[src/rtl/pc_redirect_controller.sv]
// pc_redirect_controller
// Sequences the fetch-stage PC. Redirect requests (exception, branch, jump)
// and stall sources (imem wait, load-use, multiply/divide) are merged into
// the PC's jump/stall controls and the per-stage flush lines. A redirect that
// arrives while instruction memory is stalled is parked in a one-entry pending
// slot and issued on the first cycle the memory is ready.
module pc_redirect_controller #(
  parameter int unsigned          INT_WIDTH  = 32,
  parameter int unsigned          MD_LATENCY = 32,
  parameter logic [INT_WIDTH-1:0] EXC_VECTOR = INT_WIDTH'(32'h0000_0180)
) (
  input  logic                 clock,
  input  logic                 resetN,
  input  logic                 excReq,
  input  logic                 branchReq,
  input  logic [INT_WIDTH-1:0] branchTarget,
  input  logic                 jumpReq,
  input  logic [INT_WIDTH-1:0] jumpTarget,
  input  logic                 loadUse,
  input  logic                 mdStart,
  input  logic                 imemWait,
  output logic                 jumpEnable,
  output logic [INT_WIDTH-1:0] jumpValue,
  output logic                 stall,
  output logic                 flushIF,
  output logic                 flushID,
  output logic                 flushEX,
  output logic                 mdBusy
);

  localparam int unsigned CNT_W = $clog2(MD_LATENCY + 1);

  typedef enum logic [1:0] {
    KIND_EXC = 2'd0,
    KIND_BR  = 2'd1,
    KIND_JMP = 2'd2
  } kind_e;

  typedef enum logic {
    MD_IDLE = 1'b0,
    MD_BUSY = 1'b1
  } md_state_e;

  logic                 pend_valid_q, pend_valid_d;
  logic [INT_WIDTH-1:0] pend_target_q, pend_target_d;
  kind_e                pend_kind_q, pend_kind_d;
  md_state_e            md_state_q, md_state_d;
  logic [CNT_W-1:0]     md_count_q, md_count_d;

  logic                 cand_valid;
  logic [INT_WIDTH-1:0] cand_target;
  kind_e                cand_kind;
  logic                 md_busy_now;

  assign md_busy_now = (md_state_q == MD_BUSY);

  // Pick the redirect candidate: an exception always wins, otherwise a parked
  // entry shadows new branch/jump requests (those come from a squashed path).
  always_comb begin
    cand_valid  = 1'b0;
    cand_target = '0;
    cand_kind   = KIND_JMP;
    if (excReq) begin
      cand_valid  = 1'b1;
      cand_target = EXC_VECTOR;
      cand_kind   = KIND_EXC;
    end else if (pend_valid_q) begin
      cand_valid  = 1'b1;
      cand_target = pend_target_q;
      cand_kind   = pend_kind_q;
    end else if (branchReq) begin
      cand_valid  = 1'b1;
      cand_target = branchTarget;
      cand_kind   = KIND_BR;
    end else if (jumpReq) begin
      cand_valid  = 1'b1;
      cand_target = jumpTarget;
      cand_kind   = KIND_JMP;
    end
  end

  // Drive PC controls and flushes; reset holds the pipeline frozen and flushed.
  always_comb begin
    jumpEnable = 1'b0;
    jumpValue  = '0;
    stall      = 1'b0;
    flushIF    = 1'b0;
    flushID    = 1'b0;
    flushEX    = 1'b0;
    mdBusy     = md_busy_now;
    if (!resetN) begin
      stall   = 1'b1;
      flushIF = 1'b1;
      flushID = 1'b1;
      flushEX = 1'b1;
      mdBusy  = 1'b0;
    end else if (cand_valid && !imemWait) begin
      jumpEnable = 1'b1;
      jumpValue  = cand_target;
      case (cand_kind)
        KIND_EXC: begin
          flushIF = 1'b1;
          flushID = 1'b1;
          flushEX = 1'b1;
        end
        KIND_BR: begin
          flushIF = 1'b1;
          flushID = 1'b1;
        end
        KIND_JMP: begin
          flushIF = 1'b1;
        end
        default: begin
          flushIF = 1'b0;
        end
      endcase
    end else if (cand_valid) begin
      stall = 1'b1;
    end else begin
      stall = imemWait | loadUse | md_busy_now;
    end
  end

  // Park a redirect that cannot issue because of imemWait; drop it once issued.
  always_comb begin
    pend_valid_d  = pend_valid_q;
    pend_target_d = pend_target_q;
    pend_kind_d   = pend_kind_q;
    if (cand_valid) begin
      if (imemWait) begin
        pend_valid_d  = 1'b1;
        pend_target_d = cand_target;
        pend_kind_d   = cand_kind;
      end else begin
        pend_valid_d = 1'b0;
      end
    end
  end

  // Multiply/divide stall counter; an exception aborts the operation outright.
  always_comb begin
    md_state_d = md_state_q;
    md_count_d = md_count_q;
    if (cand_valid && (cand_kind == KIND_EXC)) begin
      md_state_d = MD_IDLE;
      md_count_d = '0;
    end else if (md_state_q == MD_BUSY) begin
      md_count_d = md_count_q - CNT_W'(1);
      if (md_count_q == CNT_W'(1)) begin
        md_state_d = MD_IDLE;
      end
    end else if (mdStart && !cand_valid) begin
      md_state_d = MD_BUSY;
      md_count_d = CNT_W'(MD_LATENCY);
    end
  end

  // State registers; reset discards any parked redirect and MD operation.
  always_ff @(posedge clock or negedge resetN) begin
    if (!resetN) begin
      pend_valid_q  <= 1'b0;
      pend_target_q <= '0;
      pend_kind_q   <= KIND_JMP;
      md_state_q    <= MD_IDLE;
      md_count_q    <= '0;
    end else begin
      pend_valid_q  <= pend_valid_d;
      pend_target_q <= pend_target_d;
      pend_kind_q   <= pend_kind_d;
      md_state_q    <= md_state_d;
      md_count_q    <= md_count_d;
    end
  end

endmodule

[config.mk]
export PLATFORM = sky130hd
export DESIGN_NAME = pc_redirect_controller
export DESIGN_NICKNAME = d
export VERILOG_FILES = /design/src/rtl/pc_redirect_controller.sv
export SDC_FILE = /design/constraint.sdc
export NUM_CORES = 1
export LEC_CHECK = 0
export ABC_AREA = 0
export ABC_CLOCK_PERIOD_IN_PS = 1900
export CAP_MARGIN = 30
export CORE_MARGIN = 2
export CORE_UTILIZATION = 44
export CTS_CLUSTER_DIAMETER = 200
export DETAILED_ROUTE_END_ITERATION = 12
export HOLD_SLACK_MARGIN = 0.05
export PLACE_DENSITY = 0.84
export SYNTH_ARGS = -nofsm -noshare
export SYNTH_HDL_FRONTEND = slang
export SYNTH_SLANG_ARGS = --single-unit
[constraint.sdc]
create_clock -name clock -period 1.9 [get_ports clock]
set_input_delay 0.38 -clock clock [delete_from_list [all_inputs] [get_ports clock]]
set_output_delay 0.38 -clock clock [all_outputs]
set_load 0.02 [all_outputs]
==> flow_metrics.tcl <==
set metrics [dict create \
    setup_slack_ps -252 \
    syn-num-nets 369 \
    antenna_found_initial 0 \
    m1WireLength_um 4640 \
    first_pass_iters 5 \
    dp_slack_ps -988 \
    power_mw 2.90 \
    synth.avg_cell_area_um2 9.27 \
    grt_pass1_vias 3603 \
    finalWirelength_um 13500 \
    synth.distinct_cells 40 \
    drive_gt1_frac 0.431 \
    place.gp.congestion 0.873 \
    cts_tree "built" \
    track_usage 0.345 \
    grt_pass1_wl_um 18900 \
    htreeDepth 2 \
    start_kind "register" \
    worst_slew_pin_slew_ps 466 \
    clock-sinks 42 \
    timing.final.max_slew_violations 0 \
    detail-route-antenna-nets 0 \
    die_width_um 82.8 \
    hold_path_class "in -> async" \
    clk_pin_slew_ps 90 \
    power_frac_clock 0.260 \
    synth_mux_area_frac 0 \
    powerDensity_nw_per_um2 544 \
    tns_ps -7550 \
    worst-endpoint-required_ps 1520 \
    synthAdderAreaFrac 0.00915 \
    p_leak_nw 2.27 \
    outcome "complete, but fails checks" \
    yosys-top-cells-area "dfrtp_1 38%, a221oi_1 9.6%, o41ai_1 9.6%" \
    crit_type "reg -> out" \
    relSlewSlack 0.685 \
    synth-seq-area-share 0.385 \
    switching_share 0.331 \
    fin_skew_ps 18.9 \
    violations "setup timing" \
    clock-root-buffer "clkbuf_8" \
    final_util 0.895 \
    r2r-end "pend_target_q[6]" \
    synth_commonest_cells "41 x dfrtp_1, 35 x nand2_1, 33 x nor3_1, 31 x nor2b_1" \
    routed_via_density 6.83 \
    clockBufferDepth 2 \
    num_vias 3647 \
    n_antenna_cell 0 \
    reg2reg_depth 8 \
    grt_remaining_overflow 0 \
    dp_hpwl_um 6440 \
    syn_to_final_growth_pct 95.0 \
    wl_per_cell_um 25.3 \
    route.met2.wl_um 6800 \
    end_kind "output pin" \
    comb_power_share 0.380 \
    dieArea_um2 6860 \
    synthArstFlopShare 1.00 \
    hold_viol_final 0 \
    core_um2 5960 \
    row_count 28 \
    netlist_area_um2 2730 \
    synth.largest_area_cell "dfrtp_1" \
    met3_wirelength_um 1320 \
    drv_cap 0 \
    synth_edf_count 0 \
    start_util 0.459 \
    drt_iter0_drc 287 \
    dr.max_layer_used "met4" \
    switching_power_uw 961 \
    synth_compound_area_frac 0.295 \
    yosysMostFrequentCell "dfrtp_1" \
    worst_ir_drop_vdd_uv 351 \
    fin_nets 532 \
    grt_max_degree 30 \
    die_h_um 82.8 \
    intPower_mw 1.94 \
    rsz0062_at_grt "true" \
    holdBufCountCts 0 \
    drc 0 \
    ys_warn_count 0 \
    io_pins 110 \
    yosys.area_share.simple 0.227 \
    period_share 1.13 \
    r2r_start "pend_valid_q" \
    ys.flop_type "dfrtp_1" \
    synth_xor_area_frac 0 \
    cts_buffers 5 \
    seq_power_share 0.360 \
    yosys_register_bits 42 \
    port_buffers 109 \
    cp_max_fo 7 \
    setup_violations 36 \
    rrSetupSlack_ps 10 \
    fmax_mhz 465 \
    synth_top_area_frac 0.375 \
    clk_latency_ps 310 \
    syn_inst 295 \
    synth_top_family_by_area "compound AO/OA/AOI/OAI gates" \
    post-route-min-period_ps 2150 \
    cp_data_arrival_time_ps 1770 \
]
area by class of cell:
type | count | area [um2]
clock inverters | 1 | 30.0
inverters | 7 | 26.3
multi-input cells | 215 | 2040
flip-flops and latches | 42 | 1050
repair buffers | 187 | 2000
clock buffers | 7 | 86.3
well taps | 75 | 93.8
fillers | 231 | 626
sequential cells by signal (all words and copies together), names as in the netlist:
name,count
md_busy_now,1
pend_target_q,32
pend_kind_q,2
md_count_q,6
pend_valid_q,1
power by group through the flow:
stage               sequential [mW]  combinational [mW]  clock (mW)
finish                         1.04                1.10       0.755
global route                   1.05                1.15       0.805
detailed placement             1.04               0.886           0
global placement               1.03               0.858           0
floorplan                      1.02               0.447           0
CTS                            1.02               0.989       0.737
metal layers:
metal / GRT usage / vias to the layer above
met2: 0.618 / 337
li1: - / 1484
met4: 0.140 / 0
met5: 0 / -
met1: 0.394 / 1751
met3: 0.0825 / 75
how the worst max path moves through the flow:
stage	start	endpoint	slack [ps]	cells after the start
finish	pend_valid_q	jumpValue[8]	-250	5
detailed placement	branchReq	jumpValue[16]	-990	6
global placement	branchReq	jumpValue[14]	-920	6
floorplan	imemWait	jumpValue[0]	-40	5
CTS	pend_valid_q	jumpValue[5]	-260	6
global route	pend_valid_q	jumpValue[19]	-310	6
metrics by stage:
stage	cell area, um2	cells	hold WS (ps)
2_1_floorplan	3070	295	84.4
3_3_place_gp	4660	519	454
3_5_place_dp	4660	519	468
4_1_cts	5160	530	110
5_1_grt	5330	534	110
6_report	5330	534	121
timing repair:
item	4_1_cts	5_1_grt
endpoints found under the hold margin	0	0
pin swaps	10	8
gates resized for setup	275	28
endpoints found under the setup margin	53	72
gates cloned	6	2
setup buffers	5	3
cell usage in the layout (no fill, tap or decap), types with 11 or more instances in the layout:
cell,netlist,routed
a221oi_1,30,11
a221oi_2,0,17
buf_4,1,53
buf_6,10,43
clkdlybuf4s50_1,0,66
dfrtp_1,41,40
nand2_1,35,35
nor2b_1,31,27
nor3_4,0,31
o41ai_1,30,25
critical path: stages (launching register included):
cell and delay (ps):
dfrtp_2 450, buf_6 150, or2_4 230, a221o_1 320, o211a_1 170, buf_6 140
logic make-up (layout without fill, tap and decap cells):
kind of cell / Yosys count / in the layout
and+or+nand+nor: 117 / 117
AOI/OAI and AO/OA: 96 / 96
DFF: 42 / 42
buffers and inverters: 38 / 202
adders and majority gates: 2 / 2
Note: power is estimated with default switching activity, not from simulation.
